--- config.mk ---
export PLATFORM = sky130hd
export DESIGN_NAME = sfu_csr_unit
export DESIGN_NICKNAME = d
export VERILOG_FILES = /design/src/rtl/sfu_csr_pkg.sv /design/src/rtl/sfu_csr_out_buf.sv /design/src/rtl/sfu_csr_unit.sv
export SDC_FILE = /design/constraint.sdc
export NUM_CORES = 1
export LEC_CHECK = 0
export CAP_MARGIN = 25
export CORE_AREA = 4 4 302 304
export DETAILED_ROUTE_END_ITERATION = 6
export DIE_AREA = 0 0 306 308
export PLACE_DENSITY = 0.43
export SYNTH_ARGS = -nofsm -noshare
export SYNTH_HDL_FRONTEND = slang
export SYNTH_SLANG_ARGS = --single-unit
--- constraint.sdc ---
create_clock -name clk -period 2.3 [get_ports clk]
set_input_delay 0.46 -clock clk [delete_from_list [all_inputs] [get_ports clk]]
set_output_delay 0.46 -clock clk [all_outputs]
set_load 0.01 [all_outputs]
--- src/rtl/sfu_csr_pkg.sv ---
// Shared types for the SFU CSR unit: op encodings, per-lane data and the result entry.
// The build-time option SFU_CSR_SKID_EN (see sfu_csr_out_buf) does not change anything here.
package sfu_csr_pkg;

   localparam int SFU_NUM_LANES  = 4;
   localparam int SFU_NUM_WARPS  = 4;
   localparam int SFU_WID_W      = (SFU_NUM_WARPS > 1) ? $clog2(SFU_NUM_WARPS) : 1;
   localparam int SFU_PID_WIDTH  = 1;
   localparam int SFU_ADDR_BITS  = 12;
   localparam int SFU_UUID_WIDTH = 44;

   typedef enum logic [1:0] {
      CSR_OP_RW = 2'b00,
      CSR_OP_RS = 2'b01,
      CSR_OP_RC = 2'b10
   } csr_op_e;

   typedef logic [31:0] csr_word_t;
   typedef csr_word_t [SFU_NUM_LANES-1:0] csr_lanes_t;

   typedef struct packed {
      logic [SFU_UUID_WIDTH-1:0] uuid;
      logic [SFU_WID_W-1:0]      wid;
      logic [SFU_NUM_LANES-1:0]  tmask;
      logic [SFU_PID_WIDTH-1:0]  pid;
      logic [4:0]                rd;
      csr_lanes_t                data;
   } csr_entry_t;

   function automatic csr_word_t csr_lane_wdata(csr_op_e op, csr_word_t rd, csr_word_t src);
      case (op)
         CSR_OP_RS: return rd | src;
         CSR_OP_RC: return rd & ~src;
         default:   return src;
      endcase
   endfunction

endpackage

--- src/rtl/sfu_csr_out_buf.sv ---
// Valid/ready result buffer holding csr_entry_t. SFU_CSR_SKID_EN selects a 2-entry FIFO
// whose in_ready ignores out_ready; otherwise a single pipeline register.
module sfu_csr_out_buf
   import sfu_csr_pkg::*;
(
   input  logic       clk,
   input  logic       reset_n,
   input  logic       in_valid,
   output logic       in_ready,
   input  csr_entry_t in_entry,
   output logic       out_valid,
   input  logic       out_ready,
   output csr_entry_t out_entry
);

   logic push;
   logic pop;

   assign push = in_valid && in_ready;
   assign pop  = out_valid && out_ready;

`ifdef SFU_CSR_SKID_EN
   logic [1:0] count_reg;
   csr_entry_t slot0_reg;
   csr_entry_t slot1_reg;

   assign in_ready  = (count_reg != 2'd2);
   assign out_valid = (count_reg != 2'd0);
   assign out_entry = slot0_reg;

   // slot0 is always the head; slot1 only holds the second-oldest entry.
   always_ff @(posedge clk or negedge reset_n) begin
      if (!reset_n) begin
         count_reg <= 2'd0;
         slot0_reg <= '0;
         slot1_reg <= '0;
      end else begin
         case ({push, pop})
            2'b10: begin
               if (count_reg == 2'd0) slot0_reg <= in_entry;
               else                   slot1_reg <= in_entry;
               count_reg <= count_reg + 2'd1;
            end
            2'b01: begin
               slot0_reg <= slot1_reg;
               count_reg <= count_reg - 2'd1;
            end
            2'b11: begin
               if (count_reg == 2'd1) begin
                  slot0_reg <= in_entry;
               end else begin
                  slot0_reg <= slot1_reg;
                  slot1_reg <= in_entry;
               end
            end
            default: ;
         endcase
      end
   end
`else
   logic       valid_reg;
   csr_entry_t entry_reg;

   assign in_ready  = !valid_reg || out_ready;
   assign out_valid = valid_reg;
   assign out_entry = entry_reg;

   always_ff @(posedge clk or negedge reset_n) begin
      if (!reset_n) begin
         valid_reg <= 1'b0;
         entry_reg <= '0;
      end else if (push) begin
         valid_reg <= 1'b1;
         entry_reg <= in_entry;
      end else if (out_ready) begin
         valid_reg <= 1'b0;
      end
   end
`endif

endmodule

--- src/rtl/sfu_csr_unit.sv ---
// SFU CSR channel driver: one combined read + optional write per accepted request, old
// value returned through sfu_csr_out_buf (depth set by SFU_CSR_SKID_EN).
module sfu_csr_unit
   import sfu_csr_pkg::*;
#(
   parameter  int NUM_LANES  = SFU_NUM_LANES,
   parameter  int NUM_WARPS  = SFU_NUM_WARPS,
   parameter  int PID_WIDTH  = SFU_PID_WIDTH,
   parameter  int ADDR_BITS  = SFU_ADDR_BITS,
   parameter  int UUID_WIDTH = SFU_UUID_WIDTH,
   localparam int WID_W      = (NUM_WARPS > 1) ? $clog2(NUM_WARPS) : 1
)(
   input  logic                        clk,
   input  logic                        reset_n,
   input  logic                        in_valid,
   output logic                        in_ready,
   input  logic [UUID_WIDTH-1:0]       in_uuid,
   input  logic [WID_W-1:0]            in_wid,
   input  logic [NUM_LANES-1:0]        in_tmask,
   input  logic [PID_WIDTH-1:0]        in_pid,
   input  logic [4:0]                  in_rd,
   input  logic [1:0]                  in_op,
   input  logic [ADDR_BITS-1:0]        in_addr,
   input  logic                        in_use_imm,
   input  logic [4:0]                  in_imm,
   input  logic                        in_rs1_x0,
   input  logic [NUM_LANES-1:0][31:0]  in_rs1_data,
   output logic                        csr_read_enable,
   output logic [UUID_WIDTH-1:0]       csr_read_uuid,
   output logic [WID_W-1:0]            csr_read_wid,
   output logic [NUM_LANES-1:0]        csr_read_tmask,
   output logic [PID_WIDTH-1:0]        csr_read_pid,
   output logic [ADDR_BITS-1:0]        csr_read_addr,
   input  logic [NUM_LANES-1:0][31:0]  csr_read_data,
   output logic                        csr_write_enable,
   output logic [UUID_WIDTH-1:0]       csr_write_uuid,
   output logic [WID_W-1:0]            csr_write_wid,
   output logic [NUM_LANES-1:0]        csr_write_tmask,
   output logic [PID_WIDTH-1:0]        csr_write_pid,
   output logic [ADDR_BITS-1:0]        csr_write_addr,
   output logic [NUM_LANES-1:0][31:0]  csr_write_data,
   output logic                        out_valid,
   input  logic                        out_ready,
   output logic [UUID_WIDTH-1:0]       out_uuid,
   output logic [WID_W-1:0]            out_wid,
   output logic [NUM_LANES-1:0]        out_tmask,
   output logic [PID_WIDTH-1:0]        out_pid,
   output logic [4:0]                  out_rd,
   output logic [NUM_LANES-1:0][31:0]  out_data
);

   logic       fire;
   logic       no_write;
   csr_op_e    op_eff;
   csr_lanes_t captured_data;
   csr_entry_t push_entry;
   csr_entry_t head_entry;

   assign fire = in_valid && in_ready;

   // The reserved encoding 2'b11 behaves exactly like RW.
   always_comb begin
      op_eff = CSR_OP_RW;
      case (in_op)
         2'b01:   op_eff = CSR_OP_RS;
         2'b10:   op_eff = CSR_OP_RC;
         default: ;
      endcase
   end

   assign no_write = (op_eff != CSR_OP_RW) && (in_use_imm ? (in_imm == 5'd0) : in_rs1_x0);

   assign csr_read_enable  = fire;
   assign csr_read_uuid    = in_uuid;
   assign csr_read_wid     = in_wid;
   assign csr_read_tmask   = in_tmask;
   assign csr_read_pid     = in_pid;
   assign csr_read_addr    = in_addr;

   assign csr_write_enable = fire && !no_write;
   assign csr_write_uuid   = in_uuid;
   assign csr_write_wid    = in_wid;
   assign csr_write_tmask  = in_tmask;
   assign csr_write_pid    = in_pid;
   assign csr_write_addr   = in_addr;

   for (genvar gi = 0; gi < NUM_LANES; gi++) begin : g_lane
      csr_word_t src;
      assign src = in_use_imm ? {27'b0, in_imm} : in_rs1_data[gi];
      assign csr_write_data[gi] = in_tmask[gi] ? csr_lane_wdata(op_eff, csr_read_data[gi], src) : 32'd0;
      assign captured_data[gi]  = in_tmask[gi] ? csr_read_data[gi] : 32'd0;
   end

   assign push_entry = '{uuid: in_uuid, wid: in_wid, tmask: in_tmask, pid: in_pid,
                         rd: in_rd, data: captured_data};

   sfu_csr_out_buf u_out_buf (
      .clk       (clk),
      .reset_n   (reset_n),
      .in_valid  (in_valid),
      .in_ready  (in_ready),
      .in_entry  (push_entry),
      .out_valid (out_valid),
      .out_ready (out_ready),
      .out_entry (head_entry)
   );

   assign out_uuid  = head_entry.uuid;
   assign out_wid   = head_entry.wid;
   assign out_tmask = head_entry.tmask;
   assign out_pid   = head_entry.pid;
   assign out_rd    = head_entry.rd;
   assign out_data  = head_entry.data;

endmodule

==> reports/summary.txt <==
Reg clk slew, reported paths = 80 ps
Slew headroom = 56.0%
DIE WIDTH = 306 um
number of enable flip-flop cells after synthesis = 0
average cell area after synthesis = 8.70 sq um
Num CTS Buffers = 17
share of cells above drive strength 1 = 29.6%
global placer's final weighted congestion = 0.861
hpwl dp = 53300 um
Largest delay share family, worst path = buffers and inverters
Setup CP Type = primary input to output port
leading cell types by count after synthesis = 314 x nand2_1, 185 x dfrtp_1, 143 x mux2i_1, 134 x inv_1, 127 x buf_4
Max Cap Viol = 0
I/O pin count = 779
first-pass GRT wire length = 103000 um
Synth Register Bits = 185
DR vias/cell = 3.92
nets@finish = 2576
IO buf count = 742
Post-Place Worst Slack = -932 ps
Setup TNS = -1620 ps
Pre-antenna DRT Iters = 4
Synth Area in Simple Gates = 18.6%
most numerous cell in the Yosys netlist = nand2_1
worst endpoint required time = 1840 ps
synthesized area = 12300 sq um
Synth Area in Compound Gates = 9.94%
hold depth = 4
Starting Density = 13.9%
status = finished, violations left
startpoint types = primary input
Final WS setup = -118 ps
vias in the first global route = 14.6k
CTS root buf = clkbuf_16
H-tree depth = 4
failing checks = setup timing
area share of the largest cell type after synthesis = 37.8%
Synth area leader = dfrtp_1
share of flip-flops with an asynchronous set or reset = 100%
most used cell, CP = buf_6
fmax = 413 MHz
Min-Delay Endpoint = u_out_buf.out_entry[96]$_DFFE_PN0P_
ys flop type = dfrtp_1
largest net degree at the start of global routing = 58
gr usage total = 14.8%
Pins Over Slew Limit = 0
Worst EP arrival = 1960 ps
routed length per instance = 21.5 um
Post-Synth XOR/XNOR Area = 0%
Leak = 0.0104 uW
CP Capture Type = output port
RSZ-0062 raised after global routing = true
Clock Path Buffers = 2
Residual DRC = 0
cells after synthesis = 1410
post-route ant nets = 0
crit path time final = 2420 ps
worst r2r path cells = 8
TritonCTS clock tree = done
synth unique cells = 27
Mapped Nets = 1749
core area = 88200 sq um
synth warn = 0
placed cell count = 3302
area delta synth->final = 97.9%
RR Startpoint = u_out_buf.out_valid$_DFFE_PN0P_
post-synthesis sequential area ratio = 37.8%
number of cell rows = 109
post-synthesis mux area share = 17.3%
FF-to-FF End = u_out_buf.out_entry[60]$_DFFE_PN0P_
largest cells by area after synthesis = dfrtp_1 38%, mux2i_1 12%, nand2_1 9.6%, buf_4 7.8%, a221oi_1 6.7%
Critical-path top delay cell = ha_4
Sink Count = 185
critical path, cell by cell = buf_8, inv_4, ha_4, nor2_4, buf_6, buf_16, buf_12, buf_6, a221oi_2, buf_2
crit path max fanout = 7
fin crit share = 105%
Initial DRC Count = 737
final hold vios = 0
hold path start = in_tmask[3]
clock latency on the worst-skew pair = 470 ps
CP max stage delay = 330 ps
Hold Path Class = primary input to flip-flop
largest family of logic cells by synthesized area = simple AND/OR/NAND/NOR gates
skew final = 11.8 ps
DR vias = 13.4k
Die Y = 308 um
Worst R2R Setup Slack = 370 ps
PD cells = 512 nW/um^2
Layout Cells excl Fill = 3416
worst ir drop on vdd = 0.000520 V
endpoints failing setup = 31
die area = 94200 sq um
initial antenna violation count = 6
Total Wirelength = 73300 um
worst slew pin tran = 661 ps
grt ovf = 0
post-synthesis adder-cell area fraction = 0.204%
buffers and inverters on the worst path = 7
-- worst min-delay path, delay by kind of cell --
family,cells,cell delay [ps]
buffers and inverters,2,260
and+or+nand+nor,1,60
muxes,1,60
-- routing by layer --
layer,GRT usage (%),routed length [um],up-vias
met4,3.89,1440,0
li1,-,-,6199
met2,26.4,37200,448
met1,18.1,31000,6660
met3,3.18,3620,69
met5,0,0,-
-- kinds of logic (layout without fill, tap and decap cells) --
group,count (synthesis),in the layout
AND/OR/NAND/NOR,487,487
buffers and inverters,363,1203
multiplexers,204,204
flip-flops,185,185
AO/OA/AOI/OAI,169,169
adder cells (fa/ha/maj),2,2
other,0,1
-- stage by stage --
stage                     area, sq um  total power (uW)  util [%]  hold slack [ps]
after detailed placement        21700              8730      24.6              478
after CTS                       23900             12600      27.1              365
after global placement          21700              8700      24.6              474
final                           24300             12400      27.5              428
after floorplan                 12300              5710         -              164
after global routing            24300             13200      27.5              406
-- flip-flops by register name, summed over array words and instances, names as in the netlist --
name                 count
u_out_buf.out_valid      1
u_out_buf.out_entry    184
-- repair_timing --
action / 4_1_cts / 5_1_grt
setup endpoints to repair: 134 / 128
hold buffers: 1 / 0
gates resized for setup: 751 / 123
pin swaps: 70 / 51
endpoints found under the hold margin: 19 / 0
setup buffers: 52 / 14
cloned: 21 / 6
-- worst max path at each step --
stage | from | to | slack, ps | cells after the start
2_1_floorplan | in_op[0] | csr_write_data[12] | 160 | 7
3_3_place_gp | in_op[0] | csr_write_data[3] | -930 | 9
3_5_place_dp | in_op[0] | csr_write_data[3] | -930 | 9
4_1_cts | in_op[0] | csr_write_data[29] | -130 | 10
5_1_grt | in_op[0] | csr_write_data[51] | -150 | 10
6_report | in_op[0] | csr_write_data[51] | -120 | 10
-- power by group --
group / switching, uW / leakage, uW / internal, uW
clock network: 1560 / 0.000285 / 1500
registers: 254 / 0.00231 / 3690
logic: 2490 / 0.00784 / 2940
-- layout make-up --
type	count	area, sq um
repair buffers	1036	10300
fillers	9368	64000
inverters	135	524
clock buffers	19	453
clock inverters	13	130
well taps	1165	1460
multi-input cells	862	6770
diodes	1	2.50
flip-flops and latches	185	4630
-- cells in the final DEF (no fill, tap or decap), types with 4 or more instances in the layout --
cell type        instances
nand2_2                 15
nand2_4                 17
clkdlybuf4s50_1        600
mux2i_1                132
o21ai_1                 10
nand2b_1               109
inv_8                    6
mux2_2                  46
dlygate4sd2_1            4
clkinv_4                 4
nor2b_1                 49
dfrtp_1                185
o21ai_0                 19
buf_12                  52
mux2_1                  13
buf_2                  107
a211oi_2                 6
a221oi_1                 5
nand2_1                283
clkbuf_2                12
buf_4                  190
a221oi_4                15
inv_1                  132
a21oi_1                 31
buf_16                  16
clkbuf_16               23
and2b_1                  4
buf_6                   31
buf_8                    8
mux2i_4                  8
a221oi_2                74
(Power assumes the default switching activity.)
